**src/rtl/spi_shift_engine.sv**
```systemverilog
// SPI data-path shifter: configurable frame length, MSB/LSB-first, split sample/shift strobes.
// Optional receive parity output enabled by defining SPI_SHIFT_PARITY_EN.
module spi_shift_engine #(
    parameter int unsigned DATA_W = 8,
    parameter int unsigned CNT_W  = $clog2(DATA_W + 1)
) (
    input  logic              Clk,
    input  logic              Rst,
    input  logic              Load,
    input  logic [DATA_W-1:0] DataIn,
    input  logic              Start,
    input  logic [CNT_W-1:0]  Len,
    input  logic              LsbFirst,
    input  logic              SampleEn,
    input  logic              ShiftEn,
    input  logic              SerIn,
    output logic              SerOut,
    output logic [DATA_W-1:0] DataOut,
    output logic              Busy,
    output logic              Done
`ifdef SPI_SHIFT_PARITY_EN
    ,
    output logic              RxParity
`endif
);

    localparam logic [CNT_W-1:0] LEN_MAX = CNT_W'(DATA_W);

    typedef enum logic [1:0] {
        ST_IDLE  = 2'd0,
        ST_SHIFT = 2'd1,
        ST_DONE  = 2'd2
    } state_e;

    state_e            state_q, state_d;
    logic [DATA_W-1:0] reg_q, reg_d;
    logic              samp_q, samp_d;
    logic [CNT_W-1:0]  cnt_q, cnt_d;
    logic [CNT_W-1:0]  len_q, len_d;
    logic              lsb_q, lsb_d;
`ifdef SPI_SHIFT_PARITY_EN
    logic              par_q, par_d;
`endif

    logic [CNT_W-1:0]  len_eff_c;
    logic [CNT_W-1:0]  cnt_inc_c;
    logic              ins_bit_c;
    logic              ser_msb_c;
    logic [DATA_W-1:0] mask_c;

    // Out-of-range lengths collapse to a full-width frame
    assign len_eff_c = ((Len == '0) || (Len > LEN_MAX)) ? LEN_MAX : Len;
    assign cnt_inc_c = cnt_q + CNT_W'(1);
    // Simultaneous strobes bypass the sample flop so the fresh MISO bit is used
    assign ins_bit_c = (SampleEn && ShiftEn) ? SerIn : samp_q;

    always_comb begin
        state_d = state_q;
        reg_d   = reg_q;
        samp_d  = samp_q;
        cnt_d   = cnt_q;
        len_d   = len_q;
        lsb_d   = lsb_q;
`ifdef SPI_SHIFT_PARITY_EN
        par_d   = par_q;
`endif
        unique case (state_q)
            ST_IDLE: begin
                if (Load) begin
                    reg_d = DataIn;
                end
                if (Start) begin
                    state_d = ST_SHIFT;
                    cnt_d   = '0;
                    len_d   = len_eff_c;
                    lsb_d   = LsbFirst;
`ifdef SPI_SHIFT_PARITY_EN
                    par_d   = 1'b0;
`endif
                end
            end
            ST_SHIFT: begin
                if (SampleEn) begin
                    samp_d = SerIn;
                end
                if (ShiftEn) begin
                    if (lsb_q) begin
                        reg_d = reg_q >> 1;
                        for (int i = 0; i < int'(DATA_W); i++) begin
                            if (CNT_W'(i) == (len_q - CNT_W'(1))) begin
                                reg_d[i] = ins_bit_c;
                            end
                        end
                    end else begin
                        reg_d = {reg_q[DATA_W-2:0], ins_bit_c};
                    end
                    cnt_d = cnt_inc_c;
`ifdef SPI_SHIFT_PARITY_EN
                    par_d = par_q ^ ins_bit_c;
`endif
                    if (cnt_inc_c == len_q) begin
                        state_d = ST_DONE;
                    end
                end
            end
            ST_DONE: begin
                state_d = ST_IDLE;
            end
            default: begin
                state_d = ST_IDLE;
            end
        endcase
    end

    always_ff @(posedge Clk or posedge Rst) begin
        if (Rst) begin
            state_q <= ST_IDLE;
            reg_q   <= '0;
            samp_q  <= 1'b0;
            cnt_q   <= '0;
            len_q   <= LEN_MAX;
            lsb_q   <= 1'b0;
`ifdef SPI_SHIFT_PARITY_EN
            par_q   <= 1'b0;
`endif
        end else begin
            state_q <= state_d;
            reg_q   <= reg_d;
            samp_q  <= samp_d;
            cnt_q   <= cnt_d;
            len_q   <= len_d;
            lsb_q   <= lsb_d;
`ifdef SPI_SHIFT_PARITY_EN
            par_q   <= par_d;
`endif
        end
    end

    // Top-of-frame bit select and receive mask, both keyed on the latched length
    always_comb begin
        ser_msb_c = 1'b0;
        mask_c    = '0;
        for (int i = 0; i < int'(DATA_W); i++) begin
            if (CNT_W'(i) == (len_q - CNT_W'(1))) begin
                ser_msb_c = reg_q[i];
            end
            mask_c[i] = (CNT_W'(i) < len_q);
        end
    end

    assign SerOut  = lsb_q ? reg_q[0] : ser_msb_c;
    assign DataOut = reg_q & mask_c;
    assign Busy    = (state_q != ST_IDLE);
    assign Done    = (state_q == ST_DONE);
`ifdef SPI_SHIFT_PARITY_EN
    assign RxParity = par_q;
`endif

endmodule

```
**config.mk**
```make
export PLATFORM = sky130hd
export DESIGN_NAME = spi_shift_engine
export DESIGN_NICKNAME = d
export VERILOG_FILES = /design/src/rtl/spi_shift_engine.sv
export SDC_FILE = /design/constraint.sdc
export NUM_CORES = 1
export LEC_CHECK = 0
export ABC_AREA = 1
export BUFFER_PORTS_ARGS = -buffer_cell sky130_fd_sc_hd__buf_4
export CORE_ASPECT_RATIO = 1.75
export CORE_MARGIN = 10
export CORE_UTILIZATION = 30
export CTS_CLUSTER_DIAMETER = 50
export CTS_CLUSTER_SIZE = 14
export DETAILED_ROUTE_END_ITERATION = 16
export SETUP_SLACK_MARGIN = 0.5
export SYNTH_ARGS = -nofsm -noshare
export SYNTH_HDL_FRONTEND = slang
export SYNTH_SLANG_ARGS = --single-unit
```
**constraint.sdc**
```tcl
create_clock -name Clk -period 1.8 [get_ports Clk]
set_input_delay 0.09 -clock Clk [delete_from_list [all_inputs] [get_ports Clk]]
set_output_delay 0.09 -clock Clk [all_outputs]
set_load 0.01 [all_outputs]
```
==> results.txt, run 1 <==
Outcome = completed
Clock net sink count = 20
Top cells by area, synth = dfrtp_1 (35%), nand2_1 (8.9%), nand3_1 (7.4%), nor2_1 (6.9%), inv_1 (5.0%)
# IOs = 31
Cell taking the most area after synthesis = dfrtp_1
Cell at the root of the clock tree = clkbuf_8
Layout overhead on the synthesized area = 55.3%
Core box area = 4400 sq um
# diodes = 0
Crit Reg-Reg Startpoint = len_q[3]
Latest clock arrival within the worst-skew pair = 260 ps
CP max FO = 4
Leading cell type by number of instances after synthesis = nand2_1
Per-cell via count in the routed design = 5.05
Worst hold path endpoint = lsb_q
GP Congestion = 0.827
Hold Crit Depth = 3
Number of vias after detailed routing = 1530
CP startpoint kind = flip-flop
Fill count = 454
Worst-case headroom to the max-slew limit = 0.794
Count of different cell masters after synthesis = 32
Warnings from Yosys = 0
Post-Synth XOR/XNOR Area = 0.0259
Post-synthesis share of cell area spent on full adders, half adders and majority gates = 0.00924
Starting utilization of the core area = 0.307
Average routed wire per standard cell = 15.2 microns
Combinational family with the most area after synthesis = simple AND/OR/NAND/NOR gates
Total detailed-routing wirelength = 4.60 mm
Initial antenna violation count = 0
Ranking of synthesized cells by instance count = nand2_1 (32), nor2_1 (25), nand3_1 (20), dfrtp_1 (19), inv_1 (18)
Crit path kind = reg2out
Leakage power of the design = 0.990 nW
Async set or reset register ratio after synthesis = 1.00
Final worst clock skew = 8.21 ps
Chip Width = 70.8 microns
Die ar. = 7710 sq um
First-pass iteration count of the detailed router = 4
Min-delay worst type = in2reg
CP arrival = 1670 ps
Compound-cell area share of the yosys netlist = 0.177
Fin Hold WS = 41.6 ps
Number of nets with antenna violations after routing = 0
Leftover overflow at the end of global routing = 0
Total area of multi-input combinational cells = 895 sq um
Proportion of layout cells with a drive suffix above 1 = 0.448
Fmax = 568 MHz
Commonest register cell after synthesis = dfrtp_1
Post-synthesis sequential area ratio = 0.371
Maximum level of the CTS H-tree = 1
Aggregate global-route resource usage = 0.110
Mean instance size in the synthesized netlist = 6.98 sq um
Post-synthesis sequential element count = 20
Buffers added on ports = 30
Share of Yosys cell area claimed by the top area cell type = 0.351
Power density of the placed cells = 1930 nW/um^2
Clock slew seen by the registers of the worst setup and hold paths = 70 ps
Setup slack, reg-to-reg = 170 ps
Max Buffers Root-to-Sink = 2
Global-route wire length before repair = 6.93 mm
Data required, critical path = 1710 ps
Final HPWL DP = 3.19 mm
Number of DRC markers after the initial detailed-route iteration = 150
Endpoint of the most critical register-to-register path = reg_q[1]
Pwr Total = 4.05 mW
CTS tree = yes
Post-route fraction of the period consumed by the critical path = 0.978
Hold_sp = LsbFirst
Worst Max-Slew Pin Slew = 307 ps
Worst r2r path cells = 11
Nature of the critical path endpoint = output port
Number of cells produced by synthesis = 194
Sequential cell area in the final layout = 504 sq um
Cell Rows = 32
Via count of the first global-routing pass = 1522
Setup Viol. Count Final = 0
Drt drc = 0
Height of the die = 109 microns
Synth Cell Area = 1350 sq um
Final hold violation count = 0
Number of enable flip-flop cells after synthesis = 0
Unrepaired setup endpoints after global routing = yes
Largest voltage drop on the vdd net = 0.000894 V
Largest net degree at the start of global routing = 21
Setup TNS = 0 ps
Area share of and/or/nand/nor cells after synthesis = 0.324
Synthesized net count = 215
Shortest clock period the worst path allows after layout = 1760 ps
Maximum Capacitance Violations = 0
# nets final = 274
Count of pins over their slew limit = 0
Number of buffers created by CTS = 3
Fraction of synthesized area in multiplexers = 0
[placed cells by master (no fill, tap or decap), drive strengths merged, types with 4 or more instances in the layout]
| master | netlist | routed |
|---|---|---|
| nor2 | 27 | 27 |
| clkbuf | 0 | 4 |
| dfrtp | 19 | 19 |
| or2 | 5 | 5 |
| buf | 4 | 57 |
| inv | 25 | 25 |
| a21oi | 10 | 10 |
| nand2 | 38 | 38 |
| nand3 | 20 | 20 |
| o21ai | 27 | 27 |
[through the flow]
| stage | utilization | instances | setup slack, ps | instance area [sq um] |
|---|---|---|---|---|
| 2_1_floorplan | - | 194 | 509 | 1350 |
| 3_3_place_gp | 0.373 | 275 | 238 | 1640 |
| 3_5_place_dp | 0.373 | 275 | 251 | 1640 |
| 4_1_cts | 0.424 | 296 | 66.8 | 1870 |
| 5_1_grt | 0.477 | 303 | -43.8 | 2100 |
| 6_report | 0.477 | 303 | 40.2 | 2100 |
[sequential cells by signal, indices dropped and copies added (netlist names)]
name / flops
reg_q: 8
samp_q: 1
len_q: 4
lsb_q: 1
cnt_q: 4
state_q: 2
[what timing repair did]
item                                   4_1_cts  5_1_grt
pin swaps                                    9       20
setup buffers                               16        7
endpoints found under the hold margin       19        0
hold buffers                                 1        0
setup endpoints to repair                   18       23
resized for setup                           16       44
[worst max path at each step]
| stage | depth (start not counted) | end | from |
|---|---|---|---|
| after floorplan | 8 | state_q[0] | cnt_q[0] |
| after global placement | 10 | SerOut | len_q[3] |
| after detailed placement | 10 | SerOut | len_q[3] |
| after CTS | 10 | SerOut | len_q[3] |
| after global routing | 10 | SerOut | len_q[3] |
| final | 10 | SerOut | len_q[3] |
[per-layer routing]
layer  wire length [microns]  up-vias  GRT usage
met4                     148        0     0.0611
met2                    2560       44      0.208
met1                    1730      718      0.109
met3                     162       10     0.0191
li1                        -      758          -
met5                       0        -          0
[kinds of logic (layout without fill, tap and decap cells)]
group	after synthesis	in the layout
DFF	20	20
adders and majority gates	1	1
xor gates and xnor gates	4	4
and+or+nand+nor	96	96
AOI/OAI and AO/OA	43	43
buffers and inverters	30	88
[worst max-delay path, stage by stage (launching register included)]
cell     delay [ps]
dfstp_2         600
inv_4            60
nand2_4          80
inv_2            50
nand2_2          70
nor2_1           40
nor2_1           90
nand4_1          90
nor2_1          130
nor2_1           50
buf_4           140
[report_power, final]
part	internal, mW	switching [mW]	total [mW]	leakage, nW
clock	0.158	0.152	0.310	0.0228
sequential	0.672	0.260	0.933	0.244
combinational	1.29	1.51	2.81	0.723
total	2.12	1.93	4.05	0.990
[final cells by class]
type                            count  share of cell area
Multi-Input combinational cell    144               0.426
Sequential cell                    20               0.240
Timing Repair Buffer               58               0.230
Inverter                           26              0.0524
Tap cell                           51              0.0304
Clock buffer                        4              0.0214
(Power assumes the default switching activity.)
==> inputs of run 2 (changes only) <==
--- a/config.mk
+++ b/config.mk
@@ -5,7 +5,6 @@
 export SDC_FILE = /design/constraint.sdc
 export NUM_CORES = 1
 export LEC_CHECK = 0
-export ABC_AREA = 1
 export BUFFER_PORTS_ARGS = -buffer_cell sky130_fd_sc_hd__buf_4
 export CORE_ASPECT_RATIO = 1.75
 export CORE_MARGIN = 10
==> results.txt, run 2 <==
Outcome = finished, violations left
Violated checks = negative setup slack
Clock slew seen by the registers of the worst setup and hold paths = 70 ps
Global-route wire length before repair = 7.33 mm
Fin area = 2450 sq um
Leftover overflow at the end of global routing = 0
Largest reg by FF count = reg_q
Fin Hold WS = 55.6 ps
Final worst clock skew = 6.27 ps
CTS tree = yes
Commonest register cell after synthesis = dfrtp_1
Synthesized net count = 182
Fill count = 396
Buffers added on ports = 30
Drt drc = 0
Power density of the placed cells = 2050 nW/um^2
Fmax = 540 MHz
Setup Viol. Count Final = 1
Number of buffers created by CTS = 3
Min-delay worst type = in2reg
Final HPWL DP = 3.34 mm
Post-synthesis sequential element count = 20
Count of different cell masters after synthesis = 47
# nets final = 254
Maximum Capacitance Violations = 0
Flip-flop count of the largest register after layout = 8
CP max FO = 4
Largest net degree at the start of global routing = 21
First-pass iteration count of the detailed router = 4
Core box area = 4670 sq um
Cell taking the most area after synthesis = dfrtp_1
Worst Slack Setup Final = -52.3 ps
Power dissipated by switching net loads = 2.16 mW
# diodes = 0
Most used cells in the layout excluding fill and tap cells = buf_4 (47), buf_6 (28), nor2_1 (16), dfrtp_1 (15), a21oi_1 (7)
Unrepaired setup endpoints after global routing = yes
CP startpoint kind = flip-flop
Clock net sink count = 20
Layout overhead on the synthesized area = 69.0%
Ranking of synthesized cells by instance count = dfrtp_1 (19), nor2_1 (18), a21oi_1 (12), o21ai_0 (12), nand2_1 (11)
Crit path kind = reg2out
Warnings from Yosys = 0
Worst-case headroom to the max-slew limit = 0.684
Post-route fraction of the period consumed by the critical path = 1.03
Average routed wire per standard cell = 17.9 microns
Starting utilization of the core area = 0.310
Total detailed-routing wirelength = 5.09 mm
Final hold violation count = 0
Largest voltage drop on the vdd net = 0.00106 V
Number of nets with antenna violations after routing = 0
Die ar. = 8110 sq um
Proportion of layout cells with a drive suffix above 1 = 0.599
Clock share of power = 0.062
CP arrival = 1760 ps
Number of enable flip-flop cells after synthesis = 0
Max Buffers Root-to-Sink = 2
Per-cell via count in the routed design = 5.45
Int Pwr = 2.85 mW
Latest clock arrival within the worst-skew pair = 260 ps
Top cells by area, synth = dfrtp_1 (33%), a221oi_2 (5.2%), nor2_1 (4.7%), a21oi_1 (4.1%), o21ai_0 (4.1%)
Chip Width = 72.5 microns
Share of Yosys cell area claimed by the top area cell type = 0.328
Fraction of power consumed by combinational cells = 0.741
Nature of the critical path endpoint = output port
Number of vias after detailed routing = 1549
Synth Cell Area = 1450 sq um
Aggregate global-route resource usage = 0.112
GP Congestion = 0.793
Fraction of power spent switching nets = 0.431
Leading cell type by number of instances after synthesis = dfrtp_1
Cell Rows = 33
Core Util, Final = 0.524
Placed cell areas = 1790 sq um
Maximum level of the CTS H-tree = 1
Initial antenna violation count = 0
Height of the die = 112 microns
Most frequent standard cell in the layout excluding fill and tap cells = buf_4
Cell at the root of the clock tree = clkbuf_8
Mean instance size in the synthesized netlist = 8.99 sq um
Leakage power of the design = 1.09 nW
Reg power frac = 0.197
Post-synthesis sequential area ratio = 0.347
# IOs = 31
Shortest clock period the worst path allows after layout = 1850 ps
Largest registers = reg_q (8), cnt_q (4), len_q (4)
Count of pins over their slew limit = 0
Worst Max-Slew Pin Slew = 474 ps
Number of cells produced by synthesis = 161
Data required, critical path = 1710 ps
Number of DRC markers after the initial detailed-route iteration = 103
Via count of the first global-routing pass = 1543
Async set or reset register ratio after synthesis = 1.00
==> run 2: worst paths after layout <==
kind	start	endpoint	slack (ps)	cells past startpoint
worst max-delay path	len_q[0]	SerOut	-50	5
worst min register to register	cnt_q[1]	cnt_q[1]	530	1
worst min-delay path	LsbFirst	lsb_q	60	2
min in group asynchronous	Rst	cnt_q[3]	420	4
worst max register to register	len_q[0]	reg_q[4]	50	8
max in group asynchronous	Rst	len_q[3]	1100	4
==> run 2: stage by stage <==
step	setup slack (ps)	setup TNS, ps	total power [mW]	std cells
6_report	-52.3	-52.3	5.01	284
5_1_grt	-113	-138	5.31	284
4_1_cts	-27.5	-27.5	4.16	266
3_5_place_dp	211	0	3.02	246
3_3_place_gp	207	0	3.02	246
2_1_floorplan	342	0	2.52	161
==> run 2: routing by layer <==
layer  vias up  track usage  share of wire
met5         -            0              0
met4         0       0.0776          0.024
met3        12       0.0258          0.042
met2        46        0.192           0.57
met1       757        0.113           0.36
li1        734            -              -
==> run 2: layout make-up <==
class | count | area (sq um) | area share
multi-input cells | 128 | 1140 | 0.464
repair buffers | 76 | 678 | 0.277
flip-flops and latches | 20 | 507 | 0.207
well taps | 52 | 65.1 | 0.0266
clock buffers | 4 | 45.0 | 0.0184
inverters | 4 | 15.0 | 0.00614
==> run 2: logic make-up (layout without fill, tap and decap cells) <==
logic type	count (synthesis)	count (layout)	share of synthesized area
AOI/OAI and AO/OA	50	50	0.259
xor gates and xnor gates	7	7	0.0424
DFF	20	20	0.347
muxes	10	10	0.0761
and+or+nand+nor	58	60	0.208
adders and majority gates	1	1	0.00864
buffers and inverters	15	84	0.0588
==> run 2: power by group through the flow <==
| stage | Combinational, mW | Clock, mW | Sequential, mW |
|---|---|---|---|
| global placement | 2.07 | 0 | 0.951 |
| floorplan | 1.66 | 0 | 0.857 |
| detailed placement | 2.08 | 0 | 0.944 |
| global route | 3.97 | 0.329 | 1.01 |
| finish | 3.71 | 0.310 | 0.989 |
| CTS | 2.89 | 0.312 | 0.959 |
==> run 2: worst max-delay path, cell delays in order, from the launching register on <==
cell	delay, ps
dfrtp_1	440
and2b_2	280
a221oi_2	270
nor4_1	80
a221o_1	310
buf_6	120
==> run 2: repair_timing <==
action                     CTS  global route
hold endpoints to repair    19             0
resized for setup           43            55
gates cloned                 1             1
setup endpoints to repair   24            30
hold buffers                 1             0
buffers inserted            14            17
pin swaps                   18            20
